**config.mk**
```make
export PLATFORM = sky130hd
export DESIGN_NAME = calc_core
export DESIGN_NICKNAME = d
export VERILOG_FILES = /design/src/rtl/calc_pkg.sv /design/src/rtl/btn_debouncer.sv /design/src/rtl/calc_core.sv
export SDC_FILE = /design/constraint.sdc
export NUM_CORES = 1
export LEC_CHECK = 0
export CORE_MARGIN = 10
export CORE_UTILIZATION = 50
export CTS_CLUSTER_DIAMETER = 80
export DETAILED_ROUTE_END_ITERATION = 6
export PLACE_DENSITY = 0.68
export SYNTH_ARGS = -nofsm -noshare
export SYNTH_HDL_FRONTEND = slang
export SYNTH_SLANG_ARGS = --single-unit
```
**constraint.sdc**
```tcl
create_clock -name clk -period 54.2 [get_ports clk]
set_input_delay 5.42 -clock clk [delete_from_list [all_inputs] [get_ports clk]]
set_output_delay 5.42 -clock clk [all_outputs]
set_load 0.05 [all_outputs]
```
**src/rtl/calc_pkg.sv**
```systemverilog
// Shared constants for the four-function calculator core.
package calc_pkg;

    localparam logic [1:0] OP_MUL = 2'd0;
    localparam logic [1:0] OP_DIV = 2'd1;
    localparam logic [1:0] OP_SUB = 2'd2;
    localparam logic [1:0] OP_ADD = 2'd3;

    localparam int unsigned BCD_MAX = 9999;

endpackage

```
**src/rtl/btn_debouncer.sv**
```systemverilog
// Raw push-button to single-cycle press pulse: 2-flop sync, tick-sampled
// shift register, hysteretic level, rise detect.
module btn_debouncer #(
    parameter int unsigned DEB_SAMPLES = 3
) (
    input  logic clk,
    input  logic reset,
    input  logic i_tick,
    input  logic i_btn,
    output logic o_rise
);

    logic [1:0]             r_sync;
    logic [DEB_SAMPLES-1:0] r_shift;
    logic                   r_level;
    // Set once a debounced-low level is seen, so a button held through
    // reset cannot fire until it has been released and pressed again.
    logic                   r_armed;

    logic [DEB_SAMPLES-1:0] w_shift_next;
    logic                   w_all_ones;
    logic                   w_all_zeros;

    // Next shift-register content and its unanimity flags.
    always_comb begin
        w_shift_next = {r_shift[DEB_SAMPLES-2:0], r_sync[1]};
        w_all_ones   = &w_shift_next;
        w_all_zeros  = ~|w_shift_next;
    end

    // Synchronize, sample on tick, update level and emit the rise pulse.
    always_ff @(posedge clk) begin
        if (reset) begin
            r_sync  <= 2'b00;
            r_shift <= '0;
            r_level <= 1'b0;
            r_armed <= 1'b0;
            o_rise  <= 1'b0;
        end else begin
            r_sync <= {r_sync[0], i_btn};
            o_rise <= 1'b0;
            if (i_tick) begin
                r_shift <= w_shift_next;
                if (w_all_ones) begin
                    r_level <= 1'b1;
                    if (!r_level && r_armed) begin
                        o_rise <= 1'b1;
                    end
                end else if (w_all_zeros) begin
                    r_level <= 1'b0;
                    r_armed <= 1'b1;
                end
            end
        end
    end

endmodule

```
**src/rtl/calc_core.sv**
```systemverilog
// Calculator datapath/control: shared debounce tick, five debounced buttons,
// operand capture, registered ALU and saturating BCD conversion.
module calc_core
    import calc_pkg::*;
#(
    parameter int unsigned TICK_DIV    = 100000,
    parameter int unsigned DEB_SAMPLES = 3
) (
    input  logic        clk,
    input  logic        reset,
    input  logic        btn_add,
    input  logic        btn_sub,
    input  logic        btn_mul,
    input  logic        btn_div,
    input  logic        btn_clr,
    input  logic [15:0] sw,
    output logic [1:0]  opcode,
    output logic [15:0] result_bin,
    output logic [15:0] result_bcd,
    output logic        bcd_sat
);

    localparam int unsigned CNT_W = (TICK_DIV > 1) ? $clog2(TICK_DIV) : 1;
    localparam int unsigned N_BTN = 5;

    // Button index order: clr, add, sub, mul, div (descending priority).
    localparam int unsigned IDX_CLR = 4;
    localparam int unsigned IDX_ADD = 3;
    localparam int unsigned IDX_SUB = 2;
    localparam int unsigned IDX_MUL = 1;
    localparam int unsigned IDX_DIV = 0;

    logic [CNT_W-1:0] r_cnt;
    logic [7:0]       r_a;
    logic [7:0]       r_b;

    logic             w_tick;
    logic [N_BTN-1:0] w_btn_raw;
    logic [N_BTN-1:0] w_rise;

    // Quotient is forced to zero on divide by zero.
    function automatic logic [15:0] alu(input logic [1:0] op,
                                        input logic [7:0] a,
                                        input logic [7:0] b);
        logic [15:0] r;
        case (op)
            OP_ADD:  r = 16'(a) + 16'(b);
            OP_SUB:  r = 16'(a) - 16'(b);
            OP_MUL:  r = 16'(a) * 16'(b);
            default: r = (b == 8'd0) ? 16'd0 : 16'(a / b);
        endcase
        return r;
    endfunction

    // Double-dabble; only called for values <= 9999 (fits 14 bits).
    function automatic logic [15:0] bin2bcd(input logic [13:0] v);
        logic [15:0] bcd;
        bcd = '0;
        for (int i = 13; i >= 0; i--) begin
            for (int d = 0; d < 4; d++) begin
                if (bcd[4*d +: 4] >= 4'd5) begin
                    bcd[4*d +: 4] = bcd[4*d +: 4] + 4'd3;
                end
            end
            bcd = {bcd[14:0], v[i]};
        end
        return bcd;
    endfunction

    assign w_tick    = (r_cnt == CNT_W'(TICK_DIV - 1));
    assign w_btn_raw = {btn_clr, btn_add, btn_sub, btn_mul, btn_div};

    // Shared debounce sample tick.
    always_ff @(posedge clk) begin
        if (reset) begin
            r_cnt <= '0;
        end else if (w_tick) begin
            r_cnt <= '0;
        end else begin
            r_cnt <= r_cnt + CNT_W'(1);
        end
    end

    for (genvar g = 0; g < N_BTN; g++) begin : g_deb
        btn_debouncer #(
            .DEB_SAMPLES(DEB_SAMPLES)
        ) u_deb (
            .clk    (clk),
            .reset  (reset),
            .i_tick (w_tick),
            .i_btn  (w_btn_raw[g]),
            .o_rise (w_rise[g])
        );
    end

    // Operand/opcode capture; highest-priority press wins.
    always_ff @(posedge clk) begin
        if (reset || w_rise[IDX_CLR]) begin
            r_a    <= 8'd0;
            r_b    <= 8'd0;
            opcode <= OP_MUL;
        end else if (w_rise[IDX_ADD]) begin
            r_a    <= sw[15:8];
            r_b    <= sw[7:0];
            opcode <= OP_ADD;
        end else if (w_rise[IDX_SUB]) begin
            r_a    <= sw[15:8];
            r_b    <= sw[7:0];
            opcode <= OP_SUB;
        end else if (w_rise[IDX_MUL]) begin
            r_a    <= sw[15:8];
            r_b    <= sw[7:0];
            opcode <= OP_MUL;
        end else if (w_rise[IDX_DIV]) begin
            r_a    <= sw[15:8];
            r_b    <= sw[7:0];
            opcode <= OP_DIV;
        end
    end

    // Registered ALU result.
    always_ff @(posedge clk) begin
        if (reset) begin
            result_bin <= 16'd0;
        end else begin
            result_bin <= alu(opcode, r_a, r_b);
        end
    end

    // Registered BCD conversion, saturating above the 4-digit range.
    always_ff @(posedge clk) begin
        if (reset) begin
            result_bcd <= 16'd0;
            bcd_sat    <= 1'b0;
        end else if (result_bin > 16'(BCD_MAX)) begin
            result_bcd <= 16'h9999;
            bcd_sat    <= 1'b1;
        end else begin
            result_bcd <= bin2bcd(result_bin[13:0]);
            bcd_sat    <= 1'b0;
        end
    end

endmodule

```
==> flow_summary.toml <==
[clock_network]
htree_levels = 3
clk_transition_reported_paths_ns = 0.07
clock-root-buffer = "sky130_fd_sc_hd__clkbuf_16"
clkLatencyLatePin_ns = 0.37
cts_resized = 0
cts_tree = "done"
cts_setup_buffers = 0
count_of_hold_fix_buffers_inserted_at_cts = 0
clk_path_buf_depth = 2
cts_made_buffers = 9
cts_num_sinks = 103

[finish]
insertedDiodeCount = 0
nets = 2150
syn_to_final_growth_pct = 8.929
fraction_of_layout_instances_using_a_drive_strength_above_1_pct = 7.631

[routing]
route.vias.total = 13280
initialDrtViolationCount = 829
drtPass1Iterations = 7
drc_errors = 0
routed_wire_length_per_instance_um = 16.06
drt-total-wl_um = 36480
route.antenna.remaining_nets = 0
routed_via_density = 5.847

[timing]
final_min_period_over_clock_period_pct = 55.15
rsz0062_at_grt = "no"
timing.fmax_mhz = 33.46
post-route-min-period_ns = 29.89
timing.slew.headroom_pct = 22.86
setup_failing_eps_final = 0
totalNegativeSetupSlack_ns = 0
hold_viol = 0
timing_worst_slew_pin_value_ns = 1.155
slew_viol_final = 0
skew_ns = 0.01629

[synth]
synth.yosys.warnings = 0
post_synth_edffs = 0
predominant_post_synthesis_flop_cell = "sky130_fd_sc_hd__dfxtp_1"
synthDominantCellAreaShare_pct = 17.91
synthCells = 1837
avg_synthesized_cell_area_um2 = 7.872
async_reset_ff_share_pct = 0
postSynthRegisterBits = 103
synth.yosys.seq_area_share_pct = 14.26
netlist-cell-type-count = 111
synth_common_cells = "207 x sky130_fd_sc_hd__ha_1, 184 x sky130_fd_sc_hd__nor2_1, 162 x sky130_fd_sc_hd__nand2_1"
synthDominantAreaCellType = "sky130_fd_sc_hd__ha_1"
synth_area_leaders = "sky130_fd_sc_hd__ha_1 18%, sky130_fd_sc_hd__dfxtp_1 14%, sky130_fd_sc_hd__fa_1 5.3%"
mappedNetlistArea_um2 = 14460
synthMostInstantiatedCell = "sky130_fd_sc_hd__ha_1"

[setup_path]
worst_setup_path_end_kind = "flip-flop"
r2r_setup_slack_ns = 24.31
critPathMaxFanout = 17
crit_top_cell = "sky130_fd_sc_hd__o21a_1"
timing_worst_setup_path_type = "reg -> reg"
worst-r2r-cell-count = 130
crit_required_ns = 54.41
critPathSlowestCell = "sky130_fd_sc_hd__o41ai_2"
critical_path_arrival_ns = 30.10
setup.worst_path.start = "r_b[0]$_SDFFE_PP0P_"
reg2reg_to = "result_bin[0]$_SDFF_PP0_"
worst_stage_delay_on_the_critical_path_ns = 0.73
r2r-start = "r_b[0]$_SDFFE_PP0P_"
start_kind = "flip-flop"

[placed_design]
gpl.final_weighted_congestion = 0.9479
port_buffers = 57
dp.final_hpwl_um = 28750

[die]
area_enclosed_by_the_die_boundary_um2 = 36120
initial_utilization_pct = 50.52
row_count = 62
top_level_ports = 58
die_h_um = 190.1
die_x_um = 190.1
core_um2 = 28630

[grt]
grt_antenna_before_repair = 0
grt_start_max_net_pins = 60
grt_first_pass_wirelength_um = 61100
track_usage_pct = 19.95
grt_overflow = 0
grt_pass1_vias = 13060

[flow_run]
max_cap_viol_count = 0

[status]
run_status = "finished clean"

[worst_hold_path]
whs_endpoint = "g_deb[2].u_deb.r_sync[1]$_SDFF_PP0_"
hold_path.startpoint = "g_deb[2].u_deb.r_sync[0]$_SDFF_PP0_"
worst_hold_path_type = "reg -> reg"
hold_depth = 1
-- logic make-up (layout without fill, tap and decap cells) --
family	Yosys count	count (layout)	synth area share, %
muxes	95	95	7.112
adders and majority gates	245	245	23.17
other	1	8	0.02593
DFF	103	103	14.26
buffers and inverters	189	232	5.208
AOI/OAI and AO/OA	474	474	23.02
and+or+nand+nor	647	647	22.12
xor gates and xnor gates	83	83	5.079
-- routing by layer --
metal  wire, um  vias to the layer above  global-route usage (%)
li1           -                     6699                       -
met2      17430                      265                   35.17
met4       1159                        0                   7.875
met5          0                        -                       0
met1      16390                     6245                   24.05
met3       1502                       70                   2.527
-- placed cells by master, fill, tap and decap left out, drive strengths merged, types with 25 or more instances in the layout --
cell and n:
o21a 58, a21oi 120, nor3 74, dfxtp 103, xnor2 55, nand3 28
nand2 162, ha 207, nand2b 35, inv 149, mux2i 48, mux2 47
nor2b 35, nor2 185, clkdlybuf4s50 56, fa 38, a21o 25, o31ai 27
xor2 28, o21ai 73
-- area by class of cell --
class	count	area [um2]
timing repair buffer	72	678.2
inverter	144	540.5
tap	384	480.5
multi-input combinational	1552	11690
sequential	103	2062
fill	2627	12870
clock buffer	9	225.2
clock inverter	7	76.32
-- state kept, by name, summed over array words and instances (netlist names), 5 cells and up --
signal,flops
r_b,8
result_bin,16
result_bcd,16
g_deb.u_deb.r_armed,5
g_deb.u_deb.r_shift,10
g_deb.u_deb.o_rise,5
g_deb.u_deb.r_sync,10
r_a,8
g_deb.u_deb.r_level,5
r_cnt,17
-- worst max-delay path: cells and delay by family, from the launching register on --
kind / cells / cell delay, ns
buffers and inverters: 5 / 0.54
adder cells (fa/ha/maj): 14 / 4.06
flip-flops: 1 / 0.63
multiplexers: 2 / 0.70
AO/OA/AOI/OAI: 76 / 16.44
AND/OR/NAND/NOR: 32 / 7.19
XOR/XNOR: 1 / 0.09
-- how the worst max path moves through the flow --
stage / endpoint / slack (ns) / cells past startpoint
after floorplan: result_bin[0]$_SDFF_PP0_ / 27.60 / 136
after global placement: result_bin[0]$_SDFF_PP0_ / 25.93 / 129
after detailed placement: result_bin[0]$_SDFF_PP0_ / 24.69 / 130
after CTS: result_bin[0]$_SDFF_PP0_ / 24.58 / 130
after global routing: result_bin[0]$_SDFF_PP0_ / 21.72 / 133
final: result_bin[0]$_SDFF_PP0_ / 24.31 / 130
-- stage by stage --
stage,cells,hold WS (ns),area (um2),setup WS (ns),util [%]
finish,2271,0.4348,15750,24.31,55.03
global route,2271,0.4556,15750,21.72,55.03
CTS,2271,0.4413,15750,24.58,55.03
detailed placement,2255,0.4283,15450,24.69,53.98
global placement,2255,0.4160,15450,25.93,53.98
floorplan,1844,0.4132,14490,27.60,-
Power is left out: the tool's default activity adds up to more than one toggle a clock period on the data nets, which glitch-free logic cannot reach.
